**config.mk**
```make
export PLATFORM = sky130hd
export DESIGN_NAME = instr_fetch_unit_flat
export DESIGN_NICKNAME = d
export VERILOG_FILES = /design/src/rtl/instr_fetch_unit_pkg.sv /design/src/rtl/instr_fetch_unit_if.sv /design/src/rtl/instr_fetch_unit.sv /design/src/flat_wrapper.sv
export SDC_FILE = /design/constraint.sdc
export NUM_CORES = 1
export LEC_CHECK = 0
export CAP_MARGIN = 20
export CORE_MARGIN = 2
export CORE_UTILIZATION = 41
export CTS_BUF_LIST = sky130_fd_sc_hd__clkbuf_8
export DETAILED_ROUTE_END_ITERATION = 8
export HOLD_SLACK_MARGIN = 0.05
export PLACE_DENSITY = 0.82
export SKIP_CTS_REPAIR_TIMING = 1
export SLEW_MARGIN = 20
export SYNTH_ARGS = -nofsm -noshare
export SYNTH_HDL_FRONTEND = slang
export SYNTH_SLANG_ARGS = --single-unit
```
**constraint.sdc**
```tcl
create_clock -name clk -period 1.5 [get_ports clk]
set_input_delay 0.3 -clock clk [delete_from_list [all_inputs] [get_ports clk]]
set_output_delay 0.3 -clock clk [all_outputs]
set_load 0.02 [all_outputs]
```
**src/rtl/instr_fetch_unit_pkg.sv**
```systemverilog
// instr_fetch_unit_pkg: shared types and constants for the fetch unit and its controller.
//   fetch_state_e  : IDLE / REQ, 1-bit encoding
//   NOP_IR         : instruction register value after reset
//   OPC_HI/OPC_LO  : opcode field slice, also used by the controller's decoder
package instr_fetch_unit_pkg;
    typedef enum logic {
        IDLE = 1'b0,
        REQ  = 1'b1
    } fetch_state_e;

    localparam logic [15:0] NOP_IR = 16'h0000;
    localparam int          OPC_HI = 15;
    localparam int          OPC_LO = 12;
endpackage

```
**src/rtl/instr_fetch_unit_if.sv**
```systemverilog
// instr_fetch_unit_if: instruction memory read handshake.
//   mem_addr  : fetch address (master -> slave)
//   mem_rd    : read strobe (master -> slave)
//   mem_rdata : read data, valid with mem_ready (slave -> master)
//   mem_ready : read completion, honoured only while mem_rd=1 (slave -> master)
interface instr_fetch_unit_if #(
    parameter int ADDR_W = 16,
    parameter int DATA_W = 16
) ();
    logic [ADDR_W-1:0] mem_addr;
    logic              mem_rd;
    logic [DATA_W-1:0] mem_rdata;
    logic              mem_ready;

    modport master (output mem_addr, mem_rd, input mem_rdata, mem_ready);
    modport slave  (input mem_addr, mem_rd, output mem_rdata, mem_ready);
endinterface

```
**src/rtl/instr_fetch_unit.sv**
```systemverilog
// instr_fetch_unit: fetches the instruction at the PC into IR through a read handshake.
//   clk, rst_n     : clock, asynchronous active-low reset
//   fetch_req_i    : fetch request, sampled only in IDLE
//   pc_in_i        : fetch address, captured when the request is accepted
//   flush_i        : abort any fetch in progress, highest priority
//   mem            : memory read handshake (master side)
//   ir_o           : instruction register
//   ir_valid_o     : ir holds a fresh, unconsumed instruction
//   busy_o         : high while a read is outstanding
//   fetch_err_o    : sticky timeout flag
//   fetch_count_o  : completed fetches, wraps
// Optional: define FETCH_TIMEOUT_EN to abort a read after MAX_WAIT wait cycles.
module instr_fetch_unit
    import instr_fetch_unit_pkg::*;
#(
    parameter int ADDR_W   = 16,
    parameter int DATA_W   = 16,
    parameter int MAX_WAIT = 15,
    parameter int CNT_W    = 8
) (
    input  logic                clk,
    input  logic                rst_n,
    input  logic                fetch_req_i,
    input  logic [ADDR_W-1:0]   pc_in_i,
    input  logic                flush_i,
    instr_fetch_unit_if.master  mem,
    output logic [DATA_W-1:0]   ir_o,
    output logic                ir_valid_o,
    output logic                busy_o,
    output logic                fetch_err_o,
    output logic [CNT_W-1:0]    fetch_count_o
);
    if (MAX_WAIT < 1 || MAX_WAIT > 255) begin : g_bad_max_wait
        $error("MAX_WAIT must be in 1..255");
    end

    fetch_state_e      state_q, state_d;
    logic [ADDR_W-1:0] addr_q, addr_d;
    logic [DATA_W-1:0] ir_q, ir_d;
    logic              valid_q, valid_d;
    logic              err_q, err_d;
    logic [CNT_W-1:0]  cnt_q, cnt_d;
    logic              accept, done, timeout;

    assign accept = state_q == IDLE && fetch_req_i && !flush_i;
    assign done   = state_q == REQ && mem.mem_ready && !flush_i;

`ifdef FETCH_TIMEOUT_EN
    logic [7:0] wait_q, wait_d;
    // a ready arriving in the timeout cycle still completes the fetch
    assign timeout = state_q == REQ && !mem.mem_ready && wait_q == 8'(MAX_WAIT);
    assign wait_d  = accept ? 8'd0 : (state_q == REQ && !mem.mem_ready) ? wait_q + 8'd1 : wait_q;
    always_ff @(posedge clk or negedge rst_n)
        if (!rst_n) wait_q <= 8'd0;
        else        wait_q <= wait_d;
`else
    assign timeout = 1'b0;
`endif

    always_ff @(posedge clk or negedge rst_n)
        if (!rst_n) state_q <= IDLE;
        else        state_q <= state_d;

    always_comb begin
        state_d = flush_i ? IDLE
                : state_q == IDLE ? (fetch_req_i ? REQ : IDLE)
                : (mem.mem_ready || timeout) ? IDLE : REQ;
    end

    // strobes derive straight from the state register, so a reset drops them at once
    always_comb begin
        mem.mem_rd = state_q == REQ;
        busy_o     = state_q == REQ;
    end

    assign addr_d  = accept ? pc_in_i : addr_q;
    assign ir_d    = done ? mem.mem_rdata : ir_q;
    assign valid_d = (flush_i || accept) ? 1'b0 : done ? 1'b1 : valid_q;
    assign err_d   = accept ? 1'b0 : (timeout && !flush_i) ? 1'b1 : err_q;
    assign cnt_d   = done ? cnt_q + 1'b1 : cnt_q;

    always_ff @(posedge clk or negedge rst_n)
        if (!rst_n) begin
            addr_q  <= '0;
            ir_q    <= DATA_W'(NOP_IR);
            valid_q <= 1'b0;
            err_q   <= 1'b0;
            cnt_q   <= '0;
        end else begin
            addr_q  <= addr_d;
            ir_q    <= ir_d;
            valid_q <= valid_d;
            err_q   <= err_d;
            cnt_q   <= cnt_d;
        end

    assign mem.mem_addr  = addr_q;
    assign ir_o          = ir_q;
    assign ir_valid_o    = valid_q;
    assign fetch_err_o   = err_q;
    assign fetch_count_o = cnt_q;
endmodule
```
**src/flat_wrapper.sv**
```systemverilog
// flat-port wrapper written by rule: the top's interface ports become plain ports
module instr_fetch_unit_flat import instr_fetch_unit_pkg::*;
#(
    parameter int ADDR_W   = 16,
    parameter int DATA_W   = 16,
    parameter int MAX_WAIT = 15,
    parameter int CNT_W    = 8
)
  (clk, rst_n, fetch_req_i, pc_in_i, flush_i, ir_o, ir_valid_o, busy_o, fetch_err_o, fetch_count_o, mem_mem_addr, mem_mem_rd, mem_mem_rdata, mem_mem_ready);
  instr_fetch_unit_if #(.ADDR_W(ADDR_W), .DATA_W(DATA_W)) mem_i ();
  input  logic clk;
  input  logic rst_n;
  input  logic fetch_req_i;
  input  logic [ADDR_W-1:0] pc_in_i;
  input  logic flush_i;
  output logic [DATA_W-1:0] ir_o;
  output logic ir_valid_o;
  output logic busy_o;
  output logic fetch_err_o;
  output logic [CNT_W-1:0] fetch_count_o;
  output wire logic [$bits(mem_i.mem_addr)-1:0] mem_mem_addr;
  output wire logic [$bits(mem_i.mem_rd)-1:0] mem_mem_rd;
  input wire logic [$bits(mem_i.mem_rdata)-1:0] mem_mem_rdata;
  input wire logic [$bits(mem_i.mem_ready)-1:0] mem_mem_ready;
  assign mem_mem_addr = mem_i.mem_addr;
  assign mem_mem_rd = mem_i.mem_rd;
  assign mem_i.mem_rdata = mem_mem_rdata;
  assign mem_i.mem_ready = mem_mem_ready;
  instr_fetch_unit #(.ADDR_W(ADDR_W), .DATA_W(DATA_W), .MAX_WAIT(MAX_WAIT), .CNT_W(CNT_W)) u_core (.clk(clk), .rst_n(rst_n), .fetch_req_i(fetch_req_i), .pc_in_i(pc_in_i), .flush_i(flush_i), .mem(mem_i), .ir_o(ir_o), .ir_valid_o(ir_valid_o), .busy_o(busy_o), .fetch_err_o(fetch_err_o), .fetch_count_o(fetch_count_o));
endmodule
```
[Word level (Yosys, flattened, before mapping)]
Index checks and enable logic that the tools add are counted.
Operators by class
  add/sub/neg operators: 1
  multiplexer cells: 6
  bitwise logic cells: 1
  reduce and logical (&&, ||, !) cells: 7
Operator list (number)
  $add A8 B1 Y8 const B: 1
  $mux W1: 6
  $logic_and A1 B1 Y1: 4
  $reduce_bool A2 Y1: 1
  $logic_not A1 Y1: 1
  $logic_or A1 B1 Y1: 1
  $not A1 Y1: 1
Storage, ports and cells
  register bits after elaboration: 42
  logic and storage cells: 20

[Depth between registers and ports, before layout]
  depth after elaboration: 5
  depth in mapped cells: 5

[Least setup slack after synthesis]
Ideal clock, no wire load.
  path type: register to register
  start: reg u_core.state_q, in the netlist u_core.busy_o
  end: reg u_core.addr_q[10], in the netlist u_core.mem.mem_addr[10]
  setup time: 125 ps
  arrival: 1315 ps
  data required time: 1375 ps
  path slack: 61 ps
  stages on the path, launching flop included: 5
  buffers on the path: 1
  cells stage by stage: dfrtp_1 nand2b_4 nor2_4 buf_6 mux2_2
Between the ends
  word-level cells in the longest chain between the ends: 3
RTL lines
  from (decl): RTL line instr_fetch_unit.sv:37  | fetch_state_e state_q, state_d;
  from (signal assigned): RTL line instr_fetch_unit.sv:62  | else state_q <= state_d;
  $not A1 Y1
  $logic_and A1 B1 Y1 (2 in a row): RTL line instr_fetch_unit.sv:45  | assign accept = state_q == IDLE && fetch_req_i && !flush_i;
  to (signal assigned): RTL line instr_fetch_unit.sv:90  | addr_q <= addr_d;
  to (decl): RTL line instr_fetch_unit.sv:38  | logic [ADDR_W-1:0] addr_q, addr_d;
Every way passes these cells.
A chain may end at the register's enable or synchronous reset.

[Worst setup path after layout]
  start: reg u_core.state_q, in the netlist u_core.busy_o
  end: reg u_core.addr_q[2], in the netlist u_core.mem.mem_addr[2]
The elaborated chain is that of the path after synthesis.

==> flow_summary_export.csv <==
group,metric,value,unit
outcome,outcome,"finished clean",
global_routing,grt_pass1_vias,1220,
finish,antenna_cells,0,
finish,drive_gt1_share,16.9,%
flow_run,maxCapViolCount,0,
critical_path,reg2reg_depth,4,
die,core_area,3940,sq um
critical_path,path_max_fanout,7,
critical_path,worstPathArrival,1.51,ns
critical_path,startpoint,"u_core.busy_o",
hold_path,worstHoldPathType,"flop to flop",
cts,cts_buffers,5,
route,dr.pass1.iters,2,
route,avgViaCountPerCell,4.62,
global_routing,grt_overflow,0,
pwr,power_leakage,1.77,nW
yosys,syn_area,1670,sq um
cts,cts_tree,"yes",
finish,layout.nets,274,
die,row_count,23,
global_routing,grt_usage,16.9,%
finish,areaGrowthSynthToFinish,68.0,%
sta,finalHoldViolCount,0,
pwr,power,0.00346,W
critical_path,worstPathCellList,"nand2b_4 > nor2_4 > buf_4 > mux2_2",
yosys,synthCells,143,
route,vias,1325,
cts,cts-root-buf,"clkbuf_8",
critical_path,reg2reg_from,"u_core.busy_o",
sta,clock_skew,0.00491,ns
route,drt_wl_total,3790,um
pwr,ir_drop,0.000839,V
die,dieWidth,67.8,um
hold_path,min_from,"u_core.ir_o[2]",
yosys,synth_cell_types,23,
route,ant_nets,0,
route,wl_per_cell,13.2,um
global_routing,antenna_found_initial,0,
cts,clkLatencyLatePin,0.29,ns
pwr,p_comb_share,32.6,%
cts,htreeDepth,2,
yosys,synth.avg_cell_area,11.7,sq um
cts,clk_path_buf_depth,2,
sta,finalSetupViolations,0,
route,drcViolationCount,0,
die,die_h,67.8,um
critical_path,crit_path_end,"u_core.mem.mem_addr[2]",
pwr,switchingPower,0.00104,W
sta,fin_crit_sh,89.2,%
yosys,synth_warnings,0,
critical_path,end_kind,"flop",
pwr,p_seq_share,42.8,%
cts,path_clk_slew,0.08,ns
critical_path,critPathSlowestCell,"dfrtp_1",
sta,period_minus_slack,1.34,ns
critical_path,startpoint_type,"flop",
die,design.die.area,4590,sq um
finish,layoutNonFillerInstCount,287,
placement,placed_cells,278,
cts,clock-sinks,42,
critical_path,worstPathRequired,1.67,ns
critical_path,regToRegSetupSlack,0.16,ns
sta,max_freq,747,MHz
die,start_util,42.3,%
yosys,synth_fp_nets,181,
placement,finalWeightedCongestion,0.825,
route,drt_iter0_drc,47,
sta,rsz0062_at_grt,"no",
pwr,clockPowerShare,24.6,%
global_routing,grt_pass1_wl,5710,um
placement,place_area,2570,sq um
yosys,synth_seq_area_share,63.1,%
die,ioPinCount,81,
critical_path,r2r-end,"u_core.mem.mem_addr[2]",
finish,final_cell_area,2800,sq um
placement,dp_hpwl,2800,um
sta,slew_violations,0,
pwr,intPower,0.00242,W
pwr,sw_frac_of_total,30.0,%
placement,buffer_ports.inserted,79,
global_routing,grt_max_degree,26,
critical_path,path_class,"flop to flop",
critical_path,cpPeakStageDelay,0.45,ns
pwr,power_density,1240,nW/um^2
yosys,ys_ff_latch,42,
-- state kept, by name, indices dropped and copies added (netlist names) --
name                  flops
u_core.mem.mem_addr      16
u_core.fetch_count_o      8
u_core.ir_valid_o         1
u_core.ir_o              16
u_core.busy_o             1
-- Yosys cell counts --
| master | n | area [sq um] |
|---|---|---|
| a21oi_1 | 1 | 5.00 |
| a22oi_1 | 1 | 7.51 |
| and3_1 | 1 | 6.26 |
| and3b_1 | 1 | 8.76 |
| buf_2 | 2 | 10.0 |
| buf_4 | 2 | 15.0 |
| buf_6 | 2 | 22.5 |
| clkbuf_1 | 1 | 3.75 |
| conb_1 | 1 | 3.75 |
| dfrtp_1 | 42 | 1050 |
| ha_1 | 1 | 12.5 |
| mux2_2 | 16 | 180 |
| nand2_1 | 53 | 199 |
| nand2b_1 | 1 | 6.26 |
| nand2b_4 | 1 | 13.8 |
| nand3_1 | 1 | 5.00 |
| nand3b_1 | 1 | 7.51 |
| nand4_1 | 3 | 18.8 |
| nor2_1 | 2 | 7.51 |
| nor2_4 | 1 | 11.3 |
| nor3_1 | 2 | 10.0 |
| xnor2_1 | 4 | 35.0 |
| xor2_1 | 3 | 26.3 |
-- layout by cell type (no fill, tap or decap) --
cell type | Yosys | layout
nand3b_1 | 1 | 1
nand4_1 | 3 | 3
nand2b_4 | 1 | 1
and3_1 | 1 | 1
clkdlybuf4s50_1 | 0 | 35
xnor2_1 | 4 | 4
nand2_1 | 53 | 53
nand2b_1 | 1 | 1
buf_12 | 0 | 1
mux2_2 | 16 | 16
dlymetal6s2s_1 | 0 | 43
dlygate4sd3_1 | 0 | 1
dfrtp_1 | 42 | 42
conb_1 | 1 | 1
ha_1 | 1 | 1
nor2_1 | 2 | 2
a21oi_1 | 1 | 1
clkinv_2 | 0 | 2
bufinv_16 | 0 | 1
and3b_1 | 1 | 1
nor2_4 | 1 | 1
xor2_1 | 3 | 3
buf_2 | 2 | 1
buf_4 | 2 | 12
a22oi_1 | 1 | 1
nand3_1 | 1 | 1
clkbuf_8 | 0 | 5
nor3_1 | 2 | 2
-- how the worst min path moves through the flow --
stage / to / slack [ns] / depth (start not counted)
final: u_core.ir_o[2] / 0.47 / 2
after global routing: u_core.ir_o[9] / 0.51 / 2
after CTS: u_core.ir_o[9] / -0.06 / 1
after detailed placement: u_core.ir_o[9] / 0.26 / 1
after global placement: u_core.ir_o[2] / 0.27 / 1
after floorplan: u_core.busy_o / 0.004 / 0
-- metrics by stage --
stage	setup TNS, ns	setup slack (ns)	util (%)	hold slack (ns)
floorplan	0	0.0606	-	0.00441
global placement	-2.52	-0.0871	65.3	0.267
detailed placement	-3.53	-0.129	65.3	0.262
CTS	-3.08	-0.217	68.0	-0.0562
global route	0	0.0573	71.0	0.507
finish	0	0.162	71.0	0.471
-- cell type report --
cell class,count,area [sq um]
flip-flops and latches,42,1050
clock buffers,5,68.8
fillers,294,1140
well taps,50,62.6
repair buffers,93,1010
multi-input cells,94,564
clock inverters,3,40.0
-- worst max-delay path: cells and delay by family (launching register included) --
family | cells | cell delay (ns)
DFF | 1 | 0.45
muxes | 1 | 0.33
and+or+nand+nor | 2 | 0.28
buffers and inverters | 1 | 0.16
-- cell families after synthesis --
| logic type | count (synthesis) | synth area share [%] |
|---|---|---|
| simple gates | 67 | 17.6 |
| mux | 16 | 10.8 |
| buf+inv | 7 | 3.08 |
| xor+xnor | 7 | 3.68 |
| other cells | 1 | 0.225 |
| compound gates | 2 | 0.751 |
| fa+ha+maj | 1 | 0.751 |
| flops | 42 | 63.1 |
-- layer usage --
metal,vias to the layer above,share of wire (%),GRT usage [%]
met1,628,45,22.8
met2,44,46,26.3
met5,-,0,0
met4,0,1.7,5.61
met3,6,7.0,4.50
li1,647,-,-
-- power groups by stage --
stage | clock network (W) | logic, W | registers, W
after floorplan | 0 | 0.000246 | 0.00179
after global placement | 0 | 0.00116 | 0.00151
after detailed placement | 0 | 0.00118 | 0.00152
after CTS | 0.000877 | 0.00118 | 0.00149
after global routing | 0.000933 | 0.00121 | 0.00151
final | 0.000851 | 0.00113 | 0.00148
No activity file was read; power rests on OpenSTA's default activity.
